$ cat src/rtl/rs232_avm_slave.sv
`timescale 1ns/1ps
// -----------------------------------------------------------------------------
// rs232_avm_slave
//
// Avalon-MM slave wrapping an 8N1 UART (LSB first, idle-high line).
// Register map (byte addresses):
//   0x00  RX data  (read)  : {24'b0, rx_byte}, pops the RX holding register
//   0x04  TX data  (write) : writedata[7:0] is transmitted when TRDY=1
//   0x08  status   (read)  : bit7 RRDY, bit6 TRDY, bit3 ROE, bit2 FE
//
// Every transfer takes exactly two cycles: one wait state, then completion.
//
// Ports:
//   avm_clk          single clock for all logic
//   avm_rst          asynchronous active-high reset
//   avs_address      5-bit byte address
//   avs_read/write   Avalon-MM requests
//   avs_writedata    write data, only [7:0] used
//   avs_readdata     read response, valid in the completion cycle
//   avs_waitrequest  stall, high in the first cycle of each transfer
//   uart_rxd         serial input (asynchronous, synchronized internally)
//   uart_txd         serial output
//
// Parameter:
//   CLKS_PER_BIT     clock cycles per serial bit, >= 4
//
// Configuration macro:
//   RS232_RX_FIFO_EN when defined, the RX holding register becomes a
//                    4-entry FIFO; otherwise a single holding register.
// -----------------------------------------------------------------------------
module rs232_avm_slave #(
  parameter int CLKS_PER_BIT = 434
) (
  input  logic        avm_clk,
  input  logic        avm_rst,
  input  logic [4:0]  avs_address,
  input  logic        avs_read,
  input  logic        avs_write,
  input  logic [31:0] avs_writedata,
  output logic [31:0] avs_readdata,
  output logic        avs_waitrequest,
  input  logic        uart_rxd,
  output logic        uart_txd
);

  localparam int BW = (CLKS_PER_BIT > 1) ? $clog2(CLKS_PER_BIT) : 1;
  localparam logic [BW-1:0] BAUD_LAST = BW'(CLKS_PER_BIT - 1);
  localparam logic [BW-1:0] BAUD_HALF = BW'(CLKS_PER_BIT / 2 - 1);
  localparam logic [BW-1:0] BAUD_ONE  = BW'(1);

  localparam logic [4:0] ADDR_RX   = 5'd0;
  localparam logic [4:0] ADDR_TX   = 5'd4;
  localparam logic [4:0] ADDR_STAT = 5'd8;

  typedef enum logic [1:0] {R_IDLE, R_START, R_DATA, R_STOP} rx_state_t;
  typedef enum logic [1:0] {T_IDLE, T_START, T_DATA, T_STOP} tx_state_t;

  // ---------------------------------------------------------------------------
  // Bus handshake
  // ---------------------------------------------------------------------------
  logic        req;
  logic        ack_reg;
  logic        xfer_done;
  logic [31:0] readdata_reg;
  logic [31:0] rdata_next;
  logic        rd_armed_reg;
  logic        rd_armed_next;
  logic        rx_rd_done;
  logic        tx_wr_done;

  // Shared status / RX holding signals
  logic        rrdy;
  logic        trdy;
  logic [7:0]  rx_head;
  logic        roe_reg;
  logic        fe_reg;
  logic        rx_pop;
  logic        overrun;
  logic [7:0]  status;

  // Upper write data bits are intentionally ignored.
  logic        unused_wdata;
  assign unused_wdata = ^avs_writedata[31:8];

  assign req             = avs_read | avs_write;
  assign avs_waitrequest = req & ~ack_reg;
  assign xfer_done       = req & ack_reg;
  assign avs_readdata    = readdata_reg;

  assign rx_rd_done = xfer_done & avs_read & (avs_address == ADDR_RX);
  assign tx_wr_done = xfer_done & avs_write & ~avs_read & (avs_address == ADDR_TX);

  assign status = {rrdy, trdy, 2'b00, roe_reg, fe_reg, 2'b00};

  // Read data is captured during the wait cycle and presented in the
  // completion cycle. The pop is armed only if the captured data was real,
  // so a byte landing between the two cycles is never lost.
  always_comb begin
    rdata_next    = 32'd0;
    rd_armed_next = 1'b0;
    if (avs_read && !ack_reg) begin
      case (avs_address)
        ADDR_RX: begin
          rdata_next    = rrdy ? {24'd0, rx_head} : 32'd0;
          rd_armed_next = rrdy;
        end
        ADDR_STAT: rdata_next = {24'd0, status};
        default:   rdata_next = 32'd0;
      endcase
    end
  end

  always_ff @(posedge avm_clk or posedge avm_rst) begin
    if (avm_rst) begin
      ack_reg      <= 1'b0;
      readdata_reg <= 32'd0;
      rd_armed_reg <= 1'b0;
    end else begin
      ack_reg      <= req & ~ack_reg;
      readdata_reg <= rdata_next;
      rd_armed_reg <= rd_armed_next;
    end
  end

  assign rx_pop = rx_rd_done & rd_armed_reg;

  // ---------------------------------------------------------------------------
  // RX synchronizer and edge detect
  // ---------------------------------------------------------------------------
  logic [1:0] sync_reg;
  logic       rx_s;
  logic       rx_prev_reg;

  assign rx_s = sync_reg[1];

  always_ff @(posedge avm_clk or posedge avm_rst) begin
    if (avm_rst) begin
      sync_reg    <= 2'b11;
      rx_prev_reg <= 1'b1;
    end else begin
      sync_reg    <= {sync_reg[0], uart_rxd};
      rx_prev_reg <= rx_s;
    end
  end

  // ---------------------------------------------------------------------------
  // RX FSM
  // ---------------------------------------------------------------------------
  rx_state_t      rx_state_reg, rx_state_next;
  logic [BW-1:0]  rx_baud_reg, rx_baud_next;
  logic [2:0]     rx_bit_reg, rx_bit_next;
  logic [7:0]     rx_shift_reg, rx_shift_next;
  logic           rx_ok;
  logic           rx_err;

  always_ff @(posedge avm_clk or posedge avm_rst) begin
    if (avm_rst) begin
      rx_state_reg <= R_IDLE;
      rx_baud_reg  <= '0;
      rx_bit_reg   <= 3'd0;
      rx_shift_reg <= 8'd0;
    end else begin
      rx_state_reg <= rx_state_next;
      rx_baud_reg  <= rx_baud_next;
      rx_bit_reg   <= rx_bit_next;
      rx_shift_reg <= rx_shift_next;
    end
  end

  always_comb begin
    rx_state_next = rx_state_reg;
    rx_baud_next  = rx_baud_reg + BAUD_ONE;
    rx_bit_next   = rx_bit_reg;
    rx_shift_next = rx_shift_reg;
    rx_ok         = 1'b0;
    rx_err        = 1'b0;
    case (rx_state_reg)
      R_IDLE: begin
        rx_baud_next = '0;
        if (rx_prev_reg && !rx_s) rx_state_next = R_START;
      end
      R_START: begin
        // Mid-point of the start bit: a line already back high was a glitch.
        if (rx_baud_reg == BAUD_HALF) begin
          rx_baud_next  = '0;
          rx_bit_next   = 3'd0;
          rx_state_next = rx_s ? R_IDLE : R_DATA;
        end
      end
      R_DATA: begin
        if (rx_baud_reg == BAUD_LAST) begin
          rx_baud_next  = '0;
          rx_shift_next = {rx_s, rx_shift_reg[7:1]};
          rx_bit_next   = rx_bit_reg + 3'd1;
          if (rx_bit_reg == 3'd7) rx_state_next = R_STOP;
        end
      end
      R_STOP: begin
        if (rx_baud_reg == BAUD_LAST) begin
          rx_baud_next  = '0;
          rx_state_next = R_IDLE;
          rx_ok         = rx_s;
          rx_err        = ~rx_s;
        end
      end
      default: rx_state_next = R_IDLE;
    endcase
  end

  // ---------------------------------------------------------------------------
  // RX holding storage
  // ---------------------------------------------------------------------------
`ifdef RS232_RX_FIFO_EN
  logic [7:0] fifo_mem [4];
  logic [1:0] wr_ptr_reg;
  logic [1:0] rd_ptr_reg;
  logic [2:0] count_reg;
  logic       fifo_full;
  logic       fifo_push;

  assign fifo_full = (count_reg == 3'd4);
  // A pop in the same cycle frees a slot, so a full FIFO still accepts.
  assign fifo_push = rx_ok & (~fifo_full | rx_pop);
  assign overrun   = rx_ok & fifo_full & ~rx_pop;
  assign rrdy      = (count_reg != 3'd0);
  assign rx_head   = fifo_mem[rd_ptr_reg];

  always_ff @(posedge avm_clk) begin
    if (fifo_push) fifo_mem[wr_ptr_reg] <= rx_shift_reg;
  end

  always_ff @(posedge avm_clk or posedge avm_rst) begin
    if (avm_rst) begin
      wr_ptr_reg <= 2'd0;
      rd_ptr_reg <= 2'd0;
      count_reg  <= 3'd0;
    end else begin
      if (fifo_push) wr_ptr_reg <= wr_ptr_reg + 2'd1;
      if (rx_pop)    rd_ptr_reg <= rd_ptr_reg + 2'd1;
      case ({fifo_push, rx_pop})
        2'b10:   count_reg <= count_reg + 3'd1;
        2'b01:   count_reg <= count_reg - 3'd1;
        default: count_reg <= count_reg;
      endcase
    end
  end
`else
  logic [7:0] rx_byte_reg;
  logic       rrdy_reg;

  // A byte arriving while the old one is being read replaces it cleanly.
  assign overrun = rx_ok & rrdy_reg & ~rx_pop;
  assign rrdy    = rrdy_reg;
  assign rx_head = rx_byte_reg;

  always_ff @(posedge avm_clk or posedge avm_rst) begin
    if (avm_rst) begin
      rx_byte_reg <= 8'd0;
      rrdy_reg    <= 1'b0;
    end else if (rx_ok && !overrun) begin
      rx_byte_reg <= rx_shift_reg;
      rrdy_reg    <= 1'b1;
    end else if (rx_pop) begin
      rrdy_reg    <= 1'b0;
    end
  end
`endif

  // Error flags: a new event in the clearing cycle wins over the clear.
  always_ff @(posedge avm_clk or posedge avm_rst) begin
    if (avm_rst) begin
      roe_reg <= 1'b0;
      fe_reg  <= 1'b0;
    end else begin
      if (overrun)         roe_reg <= 1'b1;
      else if (rx_rd_done) roe_reg <= 1'b0;
      if (rx_err)          fe_reg  <= 1'b1;
      else if (rx_rd_done) fe_reg  <= 1'b0;
    end
  end

  // ---------------------------------------------------------------------------
  // TX FSM
  // ---------------------------------------------------------------------------
  tx_state_t      tx_state_reg, tx_state_next;
  logic [BW-1:0]  tx_baud_reg, tx_baud_next;
  logic [2:0]     tx_bit_reg, tx_bit_next;
  logic [7:0]     tx_shift_reg, tx_shift_next;
  logic           txd_reg, txd_next;
  logic           tx_load;

  // The transmitter is free exactly when it sits idle.
  assign trdy     = (tx_state_reg == T_IDLE);
  assign tx_load  = tx_wr_done & trdy;
  assign uart_txd = txd_reg;

  always_ff @(posedge avm_clk or posedge avm_rst) begin
    if (avm_rst) begin
      tx_state_reg <= T_IDLE;
      tx_baud_reg  <= '0;
      tx_bit_reg   <= 3'd0;
      tx_shift_reg <= 8'd0;
      txd_reg      <= 1'b1;
    end else begin
      tx_state_reg <= tx_state_next;
      tx_baud_reg  <= tx_baud_next;
      tx_bit_reg   <= tx_bit_next;
      tx_shift_reg <= tx_shift_next;
      txd_reg      <= txd_next;
    end
  end

  // The line value is computed one cycle ahead so uart_txd is a flop output.
  always_comb begin
    tx_state_next = tx_state_reg;
    tx_baud_next  = tx_baud_reg + BAUD_ONE;
    tx_bit_next   = tx_bit_reg;
    tx_shift_next = tx_shift_reg;
    txd_next      = txd_reg;
    case (tx_state_reg)
      T_IDLE: begin
        tx_baud_next = '0;
        txd_next     = 1'b1;
        if (tx_load) begin
          tx_state_next = T_START;
          tx_shift_next = avs_writedata[7:0];
          txd_next      = 1'b0;
        end
      end
      T_START: begin
        if (tx_baud_reg == BAUD_LAST) begin
          tx_baud_next  = '0;
          tx_bit_next   = 3'd0;
          tx_state_next = T_DATA;
          txd_next      = tx_shift_reg[0];
        end
      end
      T_DATA: begin
        if (tx_baud_reg == BAUD_LAST) begin
          tx_baud_next = '0;
          tx_bit_next  = tx_bit_reg + 3'd1;
          if (tx_bit_reg == 3'd7) begin
            tx_state_next = T_STOP;
            txd_next      = 1'b1;
          end else begin
            tx_shift_next = {1'b0, tx_shift_reg[7:1]};
            txd_next      = tx_shift_reg[1];
          end
        end
      end
      T_STOP: begin
        if (tx_baud_reg == BAUD_LAST) begin
          tx_baud_next  = '0;
          tx_state_next = T_IDLE;
        end
      end
      default: tx_state_next = T_IDLE;
    endcase
  end

endmodule

$ cat config.mk
export PLATFORM = sky130hd
export DESIGN_NAME = rs232_avm_slave
export DESIGN_NICKNAME = d
export VERILOG_FILES = /design/src/rtl/rs232_avm_slave.sv
export SDC_FILE = /design/constraint.sdc
export NUM_CORES = 1
export LEC_CHECK = 0
export CORE_UTILIZATION = 45
export DETAILED_ROUTE_END_ITERATION = 10
export PLACE_DENSITY = 0.72
export SYNTH_ARGS = -nofsm -noshare
export SYNTH_HDL_FRONTEND = slang
export SYNTH_SLANG_ARGS = --single-unit
$ cat constraint.sdc
create_clock -name avm_clk -period 8.55 [get_ports avm_clk]
set_clock_uncertainty 0.2 [all_clocks]
set_input_delay 2.565 -clock avm_clk [delete_from_list [all_inputs] [get_ports avm_clk]]
set_output_delay 2.565 -clock avm_clk [all_outputs]
set_load 0.05 [all_outputs]
### After elaboration in Yosys (flattened, before gate mapping)

Cells that the tools add are included.

| cells by class | value |
|---|---|
| $add $sub $neg | 4 |
| eq/ne operators | 24 |
| multiplexer cells | 47 |
| bitwise gates (word level) | 16 |
| reductions and logical operators | 25 |

Operators with widths:

| cell | count |
|---|---|
| 2-to-1 mux 8 bit | 5 |
| one-hot mux 8 bit (2 select lines) | 2 |
| 2-to-1 mux 9 bit | 3 |
| one-hot mux 9 bit (3 select lines) | 1 |
| 2-to-1 mux 2 bit | 11 |
| inequality test 2 bit (second input constant) | 10 |
| adder 9 x 1 -> 9 bit (second input constant) | 2 |
| == test 9 bit (second input constant) | 2 |
| one-hot mux 9 bit (2 select lines) | 1 |
| one-hot mux 2 bit (4 select lines) | 2 |
| 2-to-1 mux 1 bit | 15 |
| 2-to-1 mux 3 bit | 4 |
| one-hot mux 3 bit (2 select lines) | 2 |
| nonzero test 2 bit | 6 |
| AND 1 bit | 11 |
| AND reduction 5 bit | 2 |
| == test 9 x 8 -> 1 bit (second input constant) | 1 |
| AND reduction 3 bit | 3 |
| == test 2 bit (second input constant) | 4 |
| adder 3 x 1 -> 3 bit (second input constant) | 2 |
| == test 3 bit (second input constant) | 2 |
| == test 5 x 3 -> 1 bit (second input constant) | 1 |
| == test 5 x 4 -> 1 bit (second input constant) | 1 |
| zero test 5 bit | 1 |
| 13 further kinds | 22 |

| word-level totals | value |
|---|---|
| bits in registers | 93 |
| bits of input ports | 42 |
| output and inout bits | 34 |
| word-level logic and storage cells | 134 |

### Longest topological paths before layout

| logic depth | value |
|---|---|
| word-level depth | 10 |
| gate-level depth with buffers | 8 |
| depth with buffers taken out | 6 |

### Least setup slack after synthesis

No wires, ideal clock.

| timing | value |
|---|---|
| kind | input to output |
| start point | in avs_read |
| end point | out avs_waitrequest |
| arrival | 3.262 ns |
| data required time | 5.785 ns |
| slack | 2.523 ns |
| cell stages on the path | 2 |
| path buffers | 0 |
| cells stage by stage | nor2_1 -> nor2_1 |

| between the ends | value |
|---|---|
| word-level cells in the longest chain between the ends | 2 |

RTL lines:

| item | RTL line | source |
|---|---|---|
| start, declared | 37 | `input logic avs_read,` |
| bitwise OR 1 bit | 85 | `assign req = avs_read \| avs_write;` |
| AND 1 bit | 86 | `assign avs_waitrequest = req & ~ack_reg;` |
| end, declared | 41 | `output logic avs_waitrequest,` |

No other way between the ends.

### Worst setup path in the final report

Same ends and word-level chain as after synthesis.

==> impl_metrics.ini <==
[route]
vias_per_cell = 4.878
drt_iter0_drc = 63
ant_nets = 0
wl_um = 5247
vias = 2127
first_pass_iters = 4
routedWlPerCell_um = 12.03
drc_errors = 0

[worst_hold_path]
min_path_cells = 0
min-delay-start = sync_reg[0]
min_path_type = reg -> reg
min_to = sync_reg[1]

[setup_path]
cp-start-kind = primary input
crit_family = buffers and inverters
reg2reg_from = tx_baud_reg[1]
crit_slowest_cell = clkdlybuf4s50_1
worst-r2r-setup-slack_ns = 5.91
cp_data_arrival_time_ns = 4.05
critPathMaxFanout = 3
worstSetupPathType = in -> out
worstPathRequired_ns = 5.79
crit_path_end_kind = primary output
cp_num_buf_inv = 2
path_cells = clkdlybuf4s50_1 > nor2_1 > nor2_1 > clkdlybuf4s50_1
slowest_delay_ns = 0.82
worstReg2RegEnd = tx_shift_reg[3]
ff2ff_path_depth = 6

[cells_and_area]
antenna_cells = 0
final_cell_mix = dfrtp_1 (65), nor2_1 (34), clkdlybuf4s50_1 (27), mux2_2 (24), conb_1 (24)
nets = 388
drive_gt1_share_pct = 17.51
final_common_cell = dfrtp_1
area_growth_pct = 15.14

[die]
core_mm2 = 0.007292
die_y_um = 89.09
fp-row-count = 31
die_area_mm2 = 0.007937
initial_core_util_pct = 46.81
ios = 76
die_w_um = 89.09

[power_and_ir_drop]
ir_drop_mv = 0.09809
power.total_mw = 1.028
power.density_mw_per_mm2 = 261.6
leakagePower_nw = 1.843

[logic_synthesis]
ys_seq_elements = 69
synth-edff-count = 0
ys.warnings.count = 0
ys_async_sr_fraction_pct = 100.0
synthCells = 302
synthFlopType = dfrtp_1
yosysTopAreaCellShare_pct = 47.65
ys_types = 48
synth-seq-area-share_pct = 50.73
synth_top_area_cell = dfrtp_1
synth_area_per_cell_um2 = 11.30
synth_area_leaders = dfrtp_1 (48%), mux2_2 (7.9%), buf_4 (5.3%)
synth_area_mm2 = 0.003413

[sta]
period_needed_ns = 6.815
setup_violations = 0
fmax_mhz = 146.7
rsz0062_at_grt = false
maxSlewHeadroom_pct = 41.93
final.setup.tns_ns = 0
hold_viol = 0
slew_violations = 0
tightest_slew_ns = 0.8594
post-route-period-util_pct = 79.70

[clock_tree]
cts_buffers = 9
clk_path_buf_depth = 2
cts_max_level = 3
cts_tree = done
post_cts_resized = 0
cts_sinks = 69
path_clk_slew_ns = 0.07
hold_buffers = 0
post_cts_buffers = 0
ctsRootBufferMaster = clkbuf_8
clkLatencyLatePin_ns = 0.34

[grt]
grt_pass1_vias = 2043
antenna_found_initial = 0
grt_max_degree = 70
gr-total-overflow = 0
grt_usage_pct = 15.07
grt_pass1_wl_um = 8963

[flow_run]
maxCapViolCount = 0

[placement]
routabilityCongestion = 0.8218
post-dp-hpwl_um = 3703
portBuffers = 27

[outcome]
status = completed
## kinds of logic (layout without fill, tap and decap cells)
kind of cell | after synthesis | count (layout) | share of synthesized area (%)
AO/OA/AOI/OAI | 29 | 29 | 5.645
XOR/XNOR | 14 | 14 | 3.592
adder cells (fa/ha/maj) | 14 | 14 | 5.132
buffers and inverters | 43 | 55 | 7.661
flip-flops | 69 | 69 | 50.73
multiplexers | 36 | 36 | 12.61
other | 1 | 24 | 0.1099
AND/OR/NAND/NOR | 96 | 96 | 14.52
## Yosys cell counts, types with 2 or more instances
cell type  number
a211oi_1        2
a21oi_1         6
a32o_1          2
and2_1          6
buf_2           2
buf_4          24
clkbuf_1        5
dfrtp_1        65
dfstp_2         4
ha_1           14
inv_1          11
mux2_2         24
mux2_4          8
mux2i_1         4
nand2_1        16
nand2b_1        2
nand3_1         8
nand4_1         4
nand4b_1        3
nor2_1         34
nor2b_1         4
nor3_1          5
o211ai_1        2
o21ai_0         9
or2_2           3
xnor2_1         7
xor2_1          7
## per-stage QoR
step	hold slack, ns	instance area, um2	std cells	setup WS [ns]	util (%)
after floorplan	0.1452	3500	325	2.523	-
after global placement	0.1464	3681	420	1.761	50.48
after detailed placement	0.1469	3681	420	1.734	50.48
after CTS	0.1577	3930	436	1.722	53.90
after global routing	0.1633	3930	436	1.684	53.90
final	0.1566	3930	436	1.735	53.90
## how the worst max path moves through the flow
stage | startpoint | end | slack (ns) | cells past startpoint
finish | avs_read | avs_waitrequest | 1.74 | 4
global route | avs_read | avs_waitrequest | 1.68 | 4
CTS | avs_read | avs_waitrequest | 1.72 | 4
detailed placement | avs_read | avs_waitrequest | 1.73 | 4
global placement | avs_read | avs_waitrequest | 1.76 | 4
floorplan | avs_read | avs_waitrequest | 2.52 | 2
## power by group
group | total, mW | internal (mW) | leakage [nW] | switching [mW]
clock | 0.328 | 0.203 | 0.124 | 0.125
sequential | 0.432 | 0.384 | 0.894 | 0.0478
combinational | 0.268 | 0.123 | 0.826 | 0.146
## layout make-up
| cell class | instances | area (um2) |
|---|---|---|
| fill | 671 | 3362 |
| sequential | 69 | 1732 |
| multi-input combinational | 213 | 1506 |
| timing repair buffer | 28 | 277.8 |
| clock buffer | 11 | 141.4 |
| tap | 99 | 123.9 |
| clock inverter | 5 | 107.6 |
| inverter | 11 | 41.29 |
## layer usage
layer  share of wire (%)  wire [um]  global-route usage, %  up-vias
li1                    -          -                      -     1048
met1                  48       2526                  19.56     1034
met2                  47       2466                  23.80       39
met3                 3.9        203                  4.432        6
met4                0.97         51                  6.061        0
met5                   0          0                      0        -
Note: power is estimated with default switching activity, not from simulation.
